File: src/rtl/tmr_irq_ctrl.sv
// Interrupt controller for the 8-bit timer's TMR_OVF / TMR_UDF flags: edge detect, sticky
// status, saturating event counters, one maskable irq, APB slave. Optional macro TMR_IRQ_SYNC_EN.
module tmr_irq_ctrl #(
  parameter int ADDR_WIDTH = 3,
  parameter int DATA_WIDTH = 8,
  parameter int CNT_WIDTH  = 8
) (
  input  logic                  pclk,
  input  logic                  preset_n,
  input  logic                  psel,
  input  logic                  penable,
  input  logic                  pwrite,
  input  logic [ADDR_WIDTH-1:0] paddr,
  input  logic [DATA_WIDTH-1:0] pwdata,
  output logic [DATA_WIDTH-1:0] prdata,
  output logic                  pready,
  output logic                  pslverr,
  input  logic                  tmr_ovf,
  input  logic                  tmr_udf,
  output logic                  irq
);

  typedef enum logic [1:0] {
    REG_IER     = 2'd0,
    REG_ISR     = 2'd1,
    REG_OVF_CNT = 2'd2,
    REG_UDF_CNT = 2'd3
  } reg_addr_e;

  localparam logic [CNT_WIDTH-1:0] CNT_MAX = '1;

  logic [1:0]           ier_q, ier_d;
  logic [1:0]           isr_q, isr_d;
  logic [CNT_WIDTH-1:0] ovf_cnt_q, ovf_cnt_d;
  logic [CNT_WIDTH-1:0] udf_cnt_q, udf_cnt_d;
  logic                 ovf_hist_q, udf_hist_q;
  logic                 ovf_in, udf_in;
  logic                 ovf_evt, udf_evt;
  logic                 access, addr_ok, wr_en;
  reg_addr_e            reg_sel;

`ifdef TMR_IRQ_SYNC_EN
  // Two-flop synchronizers for flags coming from an unrelated timer clock domain.
  logic [1:0] ovf_sync_q, ovf_sync_d;
  logic [1:0] udf_sync_q, udf_sync_d;

  assign ovf_sync_d = {ovf_sync_q[0], tmr_ovf};
  assign udf_sync_d = {udf_sync_q[0], tmr_udf};
  assign ovf_in     = ovf_sync_q[1];
  assign udf_in     = udf_sync_q[1];

  always_ff @(posedge pclk or negedge preset_n) begin
    if (!preset_n) begin
      ovf_sync_q <= '0;
      udf_sync_q <= '0;
    end else begin
      ovf_sync_q <= ovf_sync_d;
      udf_sync_q <= udf_sync_d;
    end
  end
`else
  assign ovf_in = tmr_ovf;
  assign udf_in = tmr_udf;
`endif

  assign ovf_evt = ovf_in & ~ovf_hist_q;
  assign udf_evt = udf_in & ~udf_hist_q;

  assign access  = psel & penable;
  assign addr_ok = (32'(paddr) < 32'd4);
  assign wr_en   = access & pwrite & addr_ok;
  assign reg_sel = reg_addr_e'(paddr[1:0]);

  // NOTE: always_comb assigns every output a default first so no path can infer a latch.
  always_comb begin
    ier_d     = ier_q;
    isr_d     = isr_q;
    ovf_cnt_d = ovf_cnt_q;
    udf_cnt_d = udf_cnt_q;

    if (wr_en) begin
      case (reg_sel)
        REG_IER:     ier_d     = pwdata[1:0];
        REG_ISR:     isr_d     = isr_q & ~pwdata[1:0];
        REG_OVF_CNT: ovf_cnt_d = '0;
        REG_UDF_CNT: udf_cnt_d = '0;
        default:     ;
      endcase
    end

    // Events are applied after the write so a coincident set or increment wins over a clear.
    isr_d = isr_d | {udf_evt, ovf_evt};
    if (ovf_evt && ovf_cnt_d != CNT_MAX) ovf_cnt_d = ovf_cnt_d + 1'b1;
    if (udf_evt && udf_cnt_d != CNT_MAX) udf_cnt_d = udf_cnt_d + 1'b1;
  end

  // NOTE: sequential state uses non-blocking assignments so all flops update together.
  always_ff @(posedge pclk or negedge preset_n) begin
    if (!preset_n) begin
      ier_q      <= '0;
      isr_q      <= '0;
      ovf_cnt_q  <= '0;
      udf_cnt_q  <= '0;
      ovf_hist_q <= 1'b0;
      udf_hist_q <= 1'b0;
    end else begin
      ier_q      <= ier_d;
      isr_q      <= isr_d;
      ovf_cnt_q  <= ovf_cnt_d;
      udf_cnt_q  <= udf_cnt_d;
      ovf_hist_q <= ovf_in;
      udf_hist_q <= udf_in;
    end
  end

  assign irq = |(isr_q & ier_q);

  // Bus outputs are gated by reset so an in-flight access reads as idle while reset is held.
  always_comb begin
    prdata = '0;
    if (preset_n && access && !pwrite && addr_ok) begin
      case (reg_sel)
        REG_IER:     prdata[1:0]           = ier_q;
        REG_ISR:     prdata[1:0]           = isr_q;
        REG_OVF_CNT: prdata[CNT_WIDTH-1:0] = ovf_cnt_q;
        REG_UDF_CNT: prdata[CNT_WIDTH-1:0] = udf_cnt_q;
        default:     ;
      endcase
    end
  end

  assign pready  = preset_n & access;
  assign pslverr = preset_n & access & ~addr_ok;

  logic unused_pwdata;
  assign unused_pwdata = ^pwdata[DATA_WIDTH-1:2];

endmodule

File: config.mk
export PLATFORM = sky130hd
export DESIGN_NAME = tmr_irq_ctrl
export DESIGN_NICKNAME = d
export VERILOG_FILES = /design/src/rtl/tmr_irq_ctrl.sv
export SDC_FILE = /design/constraint.sdc
export NUM_CORES = 1
export LEC_CHECK = 0
export CAP_MARGIN = 15
export CORE_MARGIN = 3
export CORE_UTILIZATION = 49
export DETAILED_ROUTE_END_ITERATION = 10
export PLACE_DENSITY = 0.78
export SYNTH_ARGS = -nofsm -noshare
export SYNTH_HDL_FRONTEND = slang
export SYNTH_SLANG_ARGS = --single-unit
File: constraint.sdc
create_clock -name pclk -period 1.82 [get_ports pclk]
set_clock_uncertainty 0.1 [all_clocks]
set_input_delay 0.182 -clock pclk [delete_from_list [all_inputs] [get_ports pclk]]
set_output_delay 0.182 -clock pclk [all_outputs]
set_load 0.02 [all_outputs]
==> results_tabular.tex, run 1 <==
\begin{tabular}{lr}
\hline
Metric & Value \\
\hline
\multicolumn{2}{l}{\textbf{Timing}} \\
F\_max & 559 MHz \\
Final worst path period share & 98.3\% \\
Unrepaired setup endpoints after global routing & true \\
Clock period minus worst slack & 1.79 ns \\
Slew margin rel. & 77.8\% \\
Final setup viols & 0 \\
Slew at the pin closest to its max-slew limit & 0.332 ns \\
Number of max-slew violations in the final report & 0 \\
Number of hold-slack violations in the final timing report & 0 \\
Worst setup margin & 0.0311 ns \\
\multicolumn{2}{l}{\textbf{Drt}} \\
Routed wire per std cell & 17.3 um \\
Via density & 6.10 \\
Number of remaining DRC errors & 0 \\
Detailed-route wire length & 3300 um \\
Iteration-0 DRC count of the detailed router & 19 \\
Drt pass-1 iters & 4 \\
Final antenna-violating net count & 0 \\
Via Count & 1166 \\
\multicolumn{2}{l}{\textbf{Setup path}} \\
CP startpoint kind & register \\
Critical-path cell with the highest stage delay & mux4\_2 \\
Maximum fanout along the worst path & 2 \\
CP bufs+invs & 1 \\
Cell-by-cell trace of the critical path & mux4\_2 -> nor4b\_1 -> buf\_2 \\
Critical path arrival & 1.51 ns \\
Data required time at the worst endpoint & 1.54 ns \\
Kind of end point of the critical path & primary output \\
Type of the setup path with the least slack & register to primary output \\
Kind of cell adding the most delay to the critical path & multiplexers \\
Maximum single-stage delay on the critical path & 0.46 ns \\
\multicolumn{2}{l}{\textbf{Power}} \\
Worst IR Drop VDD & 648 uV \\
Leakage & 0.780 nW \\
Power density of the placed cells & 887 nW/um2 \\
\multicolumn{2}{l}{\textbf{Cells and area}} \\
Cell area after layout & 1680 um2 \\
Number of inserted diodes & 0 \\
Number of nets at the end of the flow & 182 \\
Layout cell share with drive strength beyond 1 & 27.6\% \\
Number of filler cells placed in the layout & 164 \\
Layout Area Growth over Synthesis & 34.5\% \\
\multicolumn{2}{l}{\textbf{Yosys}} \\
Main synth FF type & dfrtp\_1 \\
Number of enable flip-flop cells after synthesis & 0 \\
Fraction of the yosys area taken by sequential cells & 44.0\% \\
Synthesized net count & 139 \\
Syn Std Cell Area & 1250 um2 \\
Largest cells by area after synthesis & dfrtp\_1 (44\%), mux2i\_1 (6.4\%), a211oi\_1 (4.8\%) \\
Proportion of register bits with asynchronous set or reset after synthesis & 100\% \\
Leading area contributor after synthesis & dfrtp\_1 \\
Number of flip-flops and latches in the synthesized netlist & 22 \\
Adder and majority gate portion of the synthesized area & 0\% \\
Multiplexer share of the synthesized area & 12.4\% \\
Avg Cell Area, Syn & 10.4 um2 \\
Count of warnings emitted by yosys & 0 \\
Gate Count Post-Synth & 121 \\
Number of distinct standard cells referenced by the synthesized netlist & 35 \\
Share of the synthesized area in compound gates (AO/OA/AOI/OAI) & 17.7\% \\
Post-synthesis simple-gate area fraction & 23.6\% \\
Synth Area in XOR/XNOR & 0\% \\
Dominant combinational cell family by area after synthesis & simple AND/OR/NAND/NOR gates \\
Synth top area share & 44.0\% \\
\multicolumn{2}{l}{\textbf{Floorplanning}} \\
Core region area & 2320 um2 \\
Vertical die dimension & 56.6 um \\
Num ports & 29 \\
Effective utilization at floorplan & 54.0\% \\
Horizontal extent of the die & 56.6 um \\
Die area & 3200 um2 \\
Num rows & 17 \\
\multicolumn{2}{l}{\textbf{GRT}} \\
Pin count of the biggest net entering global routing & 23 \\
Number of antenna violations at the first check in global routing & 0 \\
GRT Resource Usage Total & 22.0\% \\
First-pass GRT wire length & 5570 um \\
Number of global-route vias before repair & 1235 \\
Final global-route overflow total & 0 \\
\multicolumn{2}{l}{\textbf{Clocking}} \\
CTS tree & yes \\
H-tree level count & 1 \\
Clock sink count & 22 \\
Post-CTS clock slew at the launch and capture registers of the worst setup and hold paths & 0.13 ns \\
Root buffer cell & clkbuf\_4 \\
Clock insertion delay at the later pin of the skew report & 0.32 ns \\
Total CTS buffers & 3 \\
Maximum buffer depth of the clock tree & 2 \\
\multicolumn{2}{l}{\textbf{Placement}} \\
Detailed-placement wirelength estimate & 2490 um \\
Post-Place Worst Slack & -0.521 ns \\
\# port buffers & 22 \\
GPL Wtd Cong & 0.898 \\
Cell area after placement & 1640 um2 \\
\multicolumn{2}{l}{\textbf{Run}} \\
Max Cap Viol & 0 \\
\multicolumn{2}{l}{\textbf{Run status}} \\
Outcome & finished, final reports clean \\
\multicolumn{2}{l}{\textbf{Hold path}} \\
Hold Path Class & input port to asynchronous set/reset pin \\
\hline
\end{tabular}
## synthesized netlist by cell type (2+ instances only)
cell	n
dfrtp_1	22
nor2_1	11
a211oi_1	8
mux2i_1	8
a21oi_1	7
a31oi_1	6
a41oi_1	5
nor3_1	5
and2_1	4
clkbuf_1	4
nand2_1	4
and4_1	3
nand2b_1	3
nor2b_1	3
a21boi_0	2
and3_1	2
and3b_1	2
and4b_1	2
mux2_4	2
mux4_2	2
nor4b_1	2
## per-layer routing
| layer | vias up | share of wire, % | GRT usage [%] |
|---|---|---|---|
| li1 | 556 | - | - |
| met3 | 10 | 6.0 | 4.14 |
| met1 | 565 | 42 | 26.9 |
| met4 | 0 | 3.3 | 10.8 |
| met2 | 35 | 48 | 36.8 |
| met5 | - | 0 | 0 |
## cell families (layout without fill, tap and decap cells)
logic type             after synthesis  in the layout
AND/OR/NAND/NOR                     48             48
AO/OA/AOI/OAI                       32             32
flip-flops                          22             22
multiplexers                        12             12
buffers and inverters                7             49
## final timing paths
| check | startpoint | endpoint | slack, ns | depth (start not counted) |
|---|---|---|---|---|
| max in group asynchronous | preset_n | ovf_cnt_q[3]$_DFF_PN0_ | 1.22 | 2 |
| hold / removal | preset_n | udf_cnt_q[7]$_DFF_PN0_ | 0.16 | 2 |
| setup reg to reg | udf_cnt_q[0]$_DFF_PN0_ | udf_cnt_q[2]$_DFF_PN0_ | 0.33 | 4 |
| hold reg to reg | ovf_hist_q$_DFF_PN0_ | isr_q[0]$_DFF_PN0_ | 0.49 | 3 |
| setup / recovery | udf_cnt_q[0]$_DFF_PN0_ | prdata[0] | 0.03 | 3 |
| min in group pclk | tmr_ovf | ovf_hist_q$_DFF_PN0_ | 0.27 | 1 |
## cells in the final DEF, fill, tap and decap left out, types with 4 or more instances in the layout
cell type / netlist / final
mux2i_1: 8 / 8
nor2_1: 11 / 9
nand2_1: 4 / 4
clkdlybuf4s50_1: 0 / 8
a31oi_1: 6 / 6
buf_4: 1 / 28
a211oi_1: 8 / 8
a21oi_1: 7 / 7
nor3_1: 5 / 5
dfrtp_1: 22 / 22
and2_1: 4 / 4
a41oi_1: 5 / 5
## registers in the layout (all words and copies together) (netlist names)
| name | count |
|---|---|
| ier_q | 2 |
| ovf_cnt_q | 8 |
| isr_q | 2 |
| udf_hist_q | 1 |
| ovf_hist_q | 1 |
| udf_cnt_q | 8 |
## worst reg2reg max path: stages, from the launching register on
cell,delay (ns)
dfrtp_1,0.39
buf_4,0.14
and4_1,0.33
a21oi_1,0.14
a211oi_1,0.30
## report_power, final
part	internal, mW	leakage [nW]	switching (mW)
registers	0.605	0.268	0.146
clock network	0.122	0.0210	0.154
logic	0.246	0.491	0.222
total	0.973	0.780	0.521
## final cells by class
class	instances	area [um2]	area share (%)
inverters	1	3.75	0.223
well taps	28	35.0	2.08
flip-flops and latches	22	551	32.7
multi-input cells	92	694	41.2
repair buffers	44	364	21.6
clock buffers	4	36.3	2.15
## through the flow
step	total power [mW]	cells	TNS, ns	hold WS, ns	utilization, %
final	1.49	191	0	0.165	72.6
after global routing	1.58	191	-0.0209	0.193	72.6
after CTS	1.49	190	0	0.179	70.8
after detailed placement	1.22	186	-4.23	0.464	70.7
after global placement	1.19	186	-3.96	0.433	70.7
after floorplan	0.997	121	0	-0.214	-
## what timing repair did
item | 4_1_cts | 5_1_grt
hold endpoints to repair | 0 | 0
hold buffers | 0 | 0
pin swaps | 0 | 2
gates cloned | 0 | 0
resized for setup | 39 | 12
buffers inserted | 0 | 1
setup endpoints to repair | 10 | 7
Power figures use the tool's default switching activity.
==> run 2: changes to the inputs <==
Settings changed: CORE_UTILIZATION 49 to 30, PLACE_DENSITY 0.78 to not set.
==> run 2 against run 1 <==
Effect of this change: the run now ends with setup timing left; sequential power fell by 0.5%; global-route usage fell by 8.6 points; critical path depth rose by 2; maximum frequency fell by 1.8%; register-to-register slack got worse by 0.05 ns; cell count rose by 8.9%; critical path type is now input port to primary output; critical endpoint is now prdata[6]; largest power group unchanged.
==> results_tabular.tex, run 2 (synthesis results as in run 1) <==
\begin{tabular}{lr}
\hline
Metric & Value \\
\hline
\multicolumn{2}{l}{\textbf{Run status}} \\
Outcome & complete, but fails checks \\
Failing checks & setup timing \\
\multicolumn{2}{l}{\textbf{Drt}} \\
Iteration-0 DRC count of the detailed router & 36 (+17) \\
Via density & 5.50 (-9.9\%) \\
Drt pass-1 iters & 4 (unchanged) \\
Via Count & 1144 (-1.9\%) \\
Number of remaining DRC errors & 0 (unchanged) \\
Detailed-route wire length & 3310 um (+0.15\%) \\
Routed wire per std cell & 15.9 um (-8.0\%) \\
Final antenna-violating net count & 0 (unchanged) \\
\multicolumn{2}{l}{\textbf{Setup path}} \\
Critical-path cell with the highest stage delay & clkdlybuf4s50\_1 \\
Kind of cell adding the most delay to the critical path & simple AND/OR/NAND/NOR gates \\
Minimum setup slack among reg-to-reg paths & 0.28 ns (-0.05 ns) \\
Data required time at the worst endpoint & 1.54 ns (about the same) \\
Worst reg-to-reg path cell count & 4 (unchanged) \\
Kind of end point of the critical path & primary output \\
RR Endpoint & ovf\_cnt\_q[6]\$\_DFF\_PN0\_ \\
CP startpoint kind & input port \\
Maximum single-stage delay on the critical path & 0.49 ns (+0.03 ns) \\
CP bufs+invs & 2 (+1) \\
Cell-by-cell trace of the critical path & clkdlybuf4s50\_1 -> nand3\_1 -> or3\_4 -> nor2\_1 -> buf\_4 \\
Crit Reg-Reg Startpoint & ovf\_cnt\_q[1]\$\_DFF\_PN0\_ \\
Critical path arrival & 1.54 ns (+0.03 ns) \\
Type of the setup path with the least slack & input port to primary output \\
Maximum fanout along the worst path & 6 (+4) \\
\multicolumn{2}{l}{\textbf{Placement}} \\
\# port buffers & 22 (unchanged) \\
GPL Wtd Cong & 0.815 (-9.3\%) \\
Detailed-placement wirelength estimate & 2460 um (-1.0\%) \\
\multicolumn{2}{l}{\textbf{Clocking}} \\
Clock insertion delay at the later pin of the skew report & 0.26 ns (-0.06 ns) \\
Clock sink count & 22 (unchanged) \\
Root buffer cell & clkbuf\_8 \\
Postcts setup bufs & 0 (unchanged) \\
Maximum buffer depth of the clock tree & 2 (unchanged) \\
Total CTS buffers & 3 (unchanged) \\
CTS tree & yes \\
Post-CTS clock slew at the launch and capture registers of the worst setup and hold paths & 0.07 ns (-0.06 ns) \\
H-tree level count & 1 (unchanged) \\
\multicolumn{2}{l}{\textbf{Floorplanning}} \\
Num rows & 22 (+5) \\
Horizontal extent of the die & 70.6 um (+25\%) \\
Die area & 4990 um2 (+56\%) \\
Core region area & 3830 um2 (+65\%) \\
Vertical die dimension & 70.6 um (+25\%) \\
Num ports & 29 (unchanged) \\
Effective utilization at floorplan & 32.7\% (-21 points) \\
\multicolumn{2}{l}{\textbf{Timing}} \\
F\_max & 549 MHz (-1.8\%) \\
Worst Hold Margin & 0.219 ns (+0.0539 ns) \\
Slew margin rel. & 75.5\% (-2.3 points) \\
Worst setup margin & -0.00241 ns (-0.0335 ns) \\
Number of hold-slack violations in the final timing report & 0 (unchanged) \\
Slew at the pin closest to its max-slew limit & 0.367 ns (+0.0343 ns) \\
Number of max-slew violations in the final report & 0 (unchanged) \\
Final worst path period share & 100\% (+1.8 points) \\
Unrepaired setup endpoints after global routing & true \\
Clock period minus worst slack & 1.82 ns (+0.0335 ns) \\
Final setup viols & 1 (+1) \\
\multicolumn{2}{l}{\textbf{GRT}} \\
Final global-route overflow total & 0 (unchanged) \\
Number of global-route vias before repair & 1150 (-6.9\%) \\
First-pass GRT wire length & 5490 um (-1.4\%) \\
Number of antenna violations at the first check in global routing & 0 (unchanged) \\
Pin count of the biggest net entering global routing & 23 (unchanged) \\
GRT Resource Usage Total & 13.4\% (-8.6 points) \\
\multicolumn{2}{l}{\textbf{Cells and area}} \\
Number of inserted diodes & 0 (unchanged) \\
Most common cell after layout, fill and taps aside & buf\_4 \\
Biggest regs & ovf\_cnt\_q (8), udf\_cnt\_q (8) \\
Final core utilization & 44.1\% (-28 points) \\
Number of nets at the end of the flow & 180 (-1.1\%) \\
Most frequent cells in the layout & buf\_4 (26), dfrtp\_1 (22), clkdlybuf4s50\_1 (10) \\
Layout cell share with drive strength beyond 1 & 26.9\% (-0.73 points) \\
Layout Area Growth over Synthesis & 34.9\% \\
\multicolumn{2}{l}{\textbf{Run}} \\
Max Cap Viol & 0 (unchanged) \\
\multicolumn{2}{l}{\textbf{Power}} \\
Power, Total & 1.50 mW (+0.32\%) \\
Leakage & 0.734 nW (-5.9\%) \\
Power density of the placed cells & 887 nW/um2 (about the same) \\
Worst IR Drop VDD & 575 uV (-11\%) \\
\multicolumn{2}{l}{\textbf{Hold path}} \\
Hold Path Class & input port to asynchronous set/reset pin \\
\hline
\end{tabular}
-- run 2: changes by cell type in the layout (fill, tap and decap cells not counted), moves of 2 or more --
cell | before | now
clkbuf_8 | 1 | 3
clkdlybuf4s50_1 | 8 | 10
nor2_1 | 9 | 7
dlymetal6s2s_1 | 3 | 0
nor2_2 | 2 | 4
buf_4 | 28 | 26
clkbuf_4 | 3 | 0
-- run 2: final cells by class --
type	count	area (um2)
well taps	48	60.1
repair buffers	42	340
clock buffers	3	41.3
fillers	360	2140
flip-flops and latches	22	551
inverters	1	3.75
multi-input cells	92	693
-- run 2: worst max path at each step --
| stage | cells past startpoint | slack (ns) | to | start |
|---|---|---|---|---|
| finish | 5 | -0.002 | prdata[6] | preset_n |
| global route | 5 | -0.06 | prdata[6] | preset_n |
| CTS | 5 | 0.0009 | prdata[1] | paddr[1] |
| detailed placement | 5 | -0.48 | prdata[6] | paddr[2] |
| global placement | 5 | -0.48 | prdata[7] | paddr[2] |
| floorplan | 2 | 0.22 | prdata[0] | udf_cnt_q[0]$_DFF_PN0_ |
-- run 2: where the power goes --
part	internal (mW)	total [mW]	switching, mW
clock	0.147	0.294	0.147
sequential	0.606	0.747	0.141
combinational	0.239	0.457	0.219
total	0.992	1.50	0.507
-- run 2: metal layers --
metal | part of all wire, % | global-route usage (%)
met1 | 47 | 18.1
met2 | 48 | 21.4
met3 | 4.4 | 3.84
met4 | 0.70 | 3.13
met5 | 0 | 0
-- run 2: per-stage QoR --
step / area, um2 / std cells / setup WS, ns / TNS, ns
after detailed placement: 1660 / 205 / -0.481 / -3.96
final: 1690 / 208 / -0.00241 / -0.00241
after global placement: 1660 / 205 / -0.480 / -3.99
after floorplan: 1250 / 121 / 0.217 / 0
after global routing: 1690 / 208 / -0.0561 / -0.0833
after CTS: 1670 / 208 / 0.000894 / 0
-- run 2: what timing repair did --
item,4_1_cts,5_1_grt
pin swaps,0,1
endpoints found under the setup margin,11,8
hold buffers,0,0
resized for setup,37,13
==> run 3: changes to the inputs <==
--- a/config.mk
+++ b/config.mk
@@ -9,4 +9,5 @@
 export CORE_MARGIN = 3
-export CORE_UTILIZATION = 30
+export CORE_UTILIZATION = 53
 export DETAILED_ROUTE_END_ITERATION = 10
+export PLACE_DENSITY = 0.84
 export SYNTH_ARGS = -nofsm -noshare
==> constraint.sdc (replaced) <==
create_clock -name pclk -period 2.3 [get_ports pclk]
set_clock_uncertainty 0.1 [all_clocks]
set_input_delay 0.345 -clock pclk [delete_from_list [all_inputs] [get_ports pclk]]
set_output_delay 0.345 -clock pclk [all_outputs]
set_load 0.02 [all_outputs]
==> run 3 against run 2 <==
Effect of this change: the run now ends clean; flip-flop and latch count did not move; register-to-register slack improved by 0.59 ns; via count rose by 1.2%; global-route usage rose by 12 points; clock power fell by 26%; combinational power fell by 32%; largest cell class unchanged; critical path depth did not move; sequential power fell by 19%; total power fell by 24%; worst hold slack improved by 0.096 ns.
==> results_tabular.tex, run 3 (synthesis results as in run 1) <==
\begin{tabular}{lr}
\hline
Metric & Value \\
\hline
\multicolumn{2}{l}{\textbf{Run status}} \\
Outcome & finished, final reports clean \\
\multicolumn{2}{l}{\textbf{Placement}} \\
Detailed-placement wirelength estimate & 2340 um (-4.8\%) \\
Cell area after placement & 1570 um2 (-5.2\%) \\
\# port buffers & 22 (unchanged) \\
GPL Wtd Cong & 0.822 (+0.95\%) \\
Cell total after placement & 176 (-14\%) \\
Post-Place Worst Slack & -0.477 ns (+0.00426 ns) \\
\multicolumn{2}{l}{\textbf{Floorplanning}} \\
Effective utilization at floorplan & 59.6\% (+27 points) \\
Num ports & 29 (unchanged) \\
Die area & 2980 um2 (-40\%) \\
Core region area & 2100 um2 (-45\%) \\
Horizontal extent of the die & 54.6 um (-23\%) \\
Num rows & 16 (-27\%) \\
Vertical die dimension & 54.6 um (-23\%) \\
\multicolumn{2}{l}{\textbf{Cells and area}} \\
Cell area after layout & 1610 um2 (-4.8\%) \\
Number of nets at the end of the flow & 172 (-4.4\%) \\
Most frequent cells in the layout & dfrtp\_1 (22), clkdlybuf4s50\_1 (12), buf\_4 (12) \\
Most common cell after layout, fill and taps aside & dfrtp\_1 \\
Final core utilization & 76.5\% (+32 points) \\
Biggest regs & ovf\_cnt\_q (8), udf\_cnt\_q (8) \\
Layout cell share with drive strength beyond 1 & 19.6\% (-7.3 points) \\
Post-Layout Cell Count & 180 (-13\%) \\
Layout Area Growth over Synthesis & 28.4\% \\
Number of inserted diodes & 0 (unchanged) \\
\multicolumn{2}{l}{\textbf{Clocking}} \\
Post-CTS clock slew at the launch and capture registers of the worst setup and hold paths & 0.13 ns (+0.06 ns) \\
Total CTS buffers & 3 (unchanged) \\
CTS tree & yes \\
Hold buffer count at CTS & 0 (unchanged) \\
Clock sink count & 22 (unchanged) \\
Maximum buffer depth of the clock tree & 2 (unchanged) \\
PostCTS Resize Cnt & 21 (-43\%) \\
Root buffer cell & clkbuf\_4 \\
Postcts setup bufs & 0 (unchanged) \\
Clock insertion delay at the later pin of the skew report & 0.31 ns (+0.05 ns) \\
H-tree level count & 1 (unchanged) \\
\multicolumn{2}{l}{\textbf{Drt}} \\
Drt pass-1 iters & 4 (unchanged) \\
Routed wire per std cell & 17.6 um (+10\%) \\
Via Count & 1158 (+1.2\%) \\
Iteration-0 DRC count of the detailed router & 23 (-36\%) \\
Detailed-route wire length & 3160 um (-4.4\%) \\
Final antenna-violating net count & 0 (unchanged) \\
Via density & 6.43 (+17\%) \\
Number of remaining DRC errors & 0 (unchanged) \\
\multicolumn{2}{l}{\textbf{GRT}} \\
Number of global-route vias before repair & 1182 (+2.8\%) \\
GRT Resource Usage Total & 25.1\% (+12 points) \\
First-pass GRT wire length & 5290 um (-3.8\%) \\
Final global-route overflow total & 0 (unchanged) \\
Pin count of the biggest net entering global routing & 23 (unchanged) \\
Number of antenna violations at the first check in global routing & 0 (unchanged) \\
\multicolumn{2}{l}{\textbf{Power}} \\
Combinational cell fraction of total power & 27.3\% (-3.2 points) \\
Part of the power in the clock network & 19.3\% (-0.3 points) \\
Switching part of the total power & 34.7\% (+0.90 points) \\
Worst IR Drop VDD & 558 uV (-3.0\%) \\
Power density of the placed cells & 707 nW/um2 (-20\%) \\
Internal power of the cells & 0.742 mW (-25\%) \\
Seq pwr share & 53.4\% (+3.5 points) \\
Net switching power & 0.394 mW (-22\%) \\
Leakage & 0.688 nW (-6.3\%) \\
\multicolumn{2}{l}{\textbf{Timing}} \\
Number of hold-slack violations in the final timing report & 0 (unchanged) \\
Clock period minus worst slack & 2.24 ns \\
Final setup viols & 0 (-1) \\
Final worst path period share & 97.3\% \\
Slew at the pin closest to its max-slew limit & 0.489 ns (+0.122 ns) \\
Number of max-slew violations in the final report & 0 (unchanged) \\
F\_max & 447 MHz \\
Slew margin rel. & 67.3\% (-8.2 points) \\
Unrepaired setup endpoints after global routing & false \\
Worst setup margin & 0.0632 ns (+0.0656 ns) \\
\multicolumn{2}{l}{\textbf{Setup path}} \\
Critical path arrival & 1.79 ns (+0.25 ns) \\
CP startpoint kind & input port \\
Data required time at the worst endpoint & 1.86 ns (+0.32 ns) \\
Kind of end point of the critical path & primary output \\
Maximum fanout along the worst path & 6 (unchanged) \\
Maximum single-stage delay on the critical path & 0.50 ns (about the same) \\
Cell-by-cell trace of the critical path & clkdlybuf4s50\_1 -> nand2b\_1 -> or3\_4 -> nor2\_1 -> clkdlybuf4s15\_2 \\
Type of the setup path with the least slack & input port to primary output \\
Critical-path cell with the highest stage delay & clkdlybuf4s50\_1 \\
\multicolumn{2}{l}{\textbf{Run}} \\
Max Cap Viol & 0 (unchanged) \\
\multicolumn{2}{l}{\textbf{Hold path}} \\
Hold Path Class & input port to asynchronous set/reset pin \\
\hline
\end{tabular}
run 3: cell count changes in the layout (fill, tap and decap cells not counted), sizes merged:
cell / change
buf: -16
clkdlybuf4s15: +4
clkbuf: +3
clkdlybuf4s50: +2
run 3: final cells by class:
| cell class | instances | area, um2 |
|---|---|---|
| tap | 27 | 33.8 |
| multi-input combinational | 92 | 683 |
| fill | 152 | 494 |
| timing repair buffer | 34 | 300 |
| inverter | 1 | 3.75 |
| clock buffer | 4 | 36.3 |
| sequential | 22 | 551 |
run 3: power groups by stage:
stage	sequential (mW)	clock (mW)	combinational, mW
after global placement	0.601	0	0.295
final	0.607	0.219	0.310
after floorplan	0.569	0	0.220
after detailed placement	0.608	0	0.309
after global routing	0.623	0.230	0.342
after CTS	0.602	0.219	0.309
run 3: critical path, delay by kind of cell:
family | cells | cell delay, ns
AND/OR/NAND/NOR | 3 | 0.67
buffers and inverters | 2 | 0.78
run 3: metrics by stage:
step	TNS (ns)	hold slack [ns]	power [mW]
6_report	0	0.315	1.14
5_1_grt	0	0.341	1.19
4_1_cts	0	0.330	1.13
3_5_place_dp	-2.48	0.450	0.917
3_3_place_gp	-2.16	0.433	0.896
2_1_floorplan	0	-0.0506	0.789
run 3: final timing paths:
path                                             start                      to  slack, ns  depth (start not counted)
min in group pclk                              tmr_ovf    ovf_hist_q$_DFF_PN0_       0.42                          1
worst max-delay path                          paddr[1]               prdata[3]       0.06                          5
worst min register to register  ovf_cnt_q[2]$_DFF_PN0_  ovf_cnt_q[2]$_DFF_PN0_       0.47                          1
worst max register to register    ovf_hist_q$_DFF_PN0_  ovf_cnt_q[6]$_DFF_PN0_       0.87                          3
max in group asynchronous                     preset_n  udf_cnt_q[7]$_DFF_PN0_       1.55                          2
worst min-delay path                          preset_n      isr_q[0]$_DFF_PN0_       0.31                          2
run 3: per-layer routing:
metal	track usage (%)	wire, um	vias up
met5	0	0	-
met4	12.0	55	0
met3	3.54	131	7
met2	43.9	1570	36
met1	29.7	1410	575
li1	-	-	540
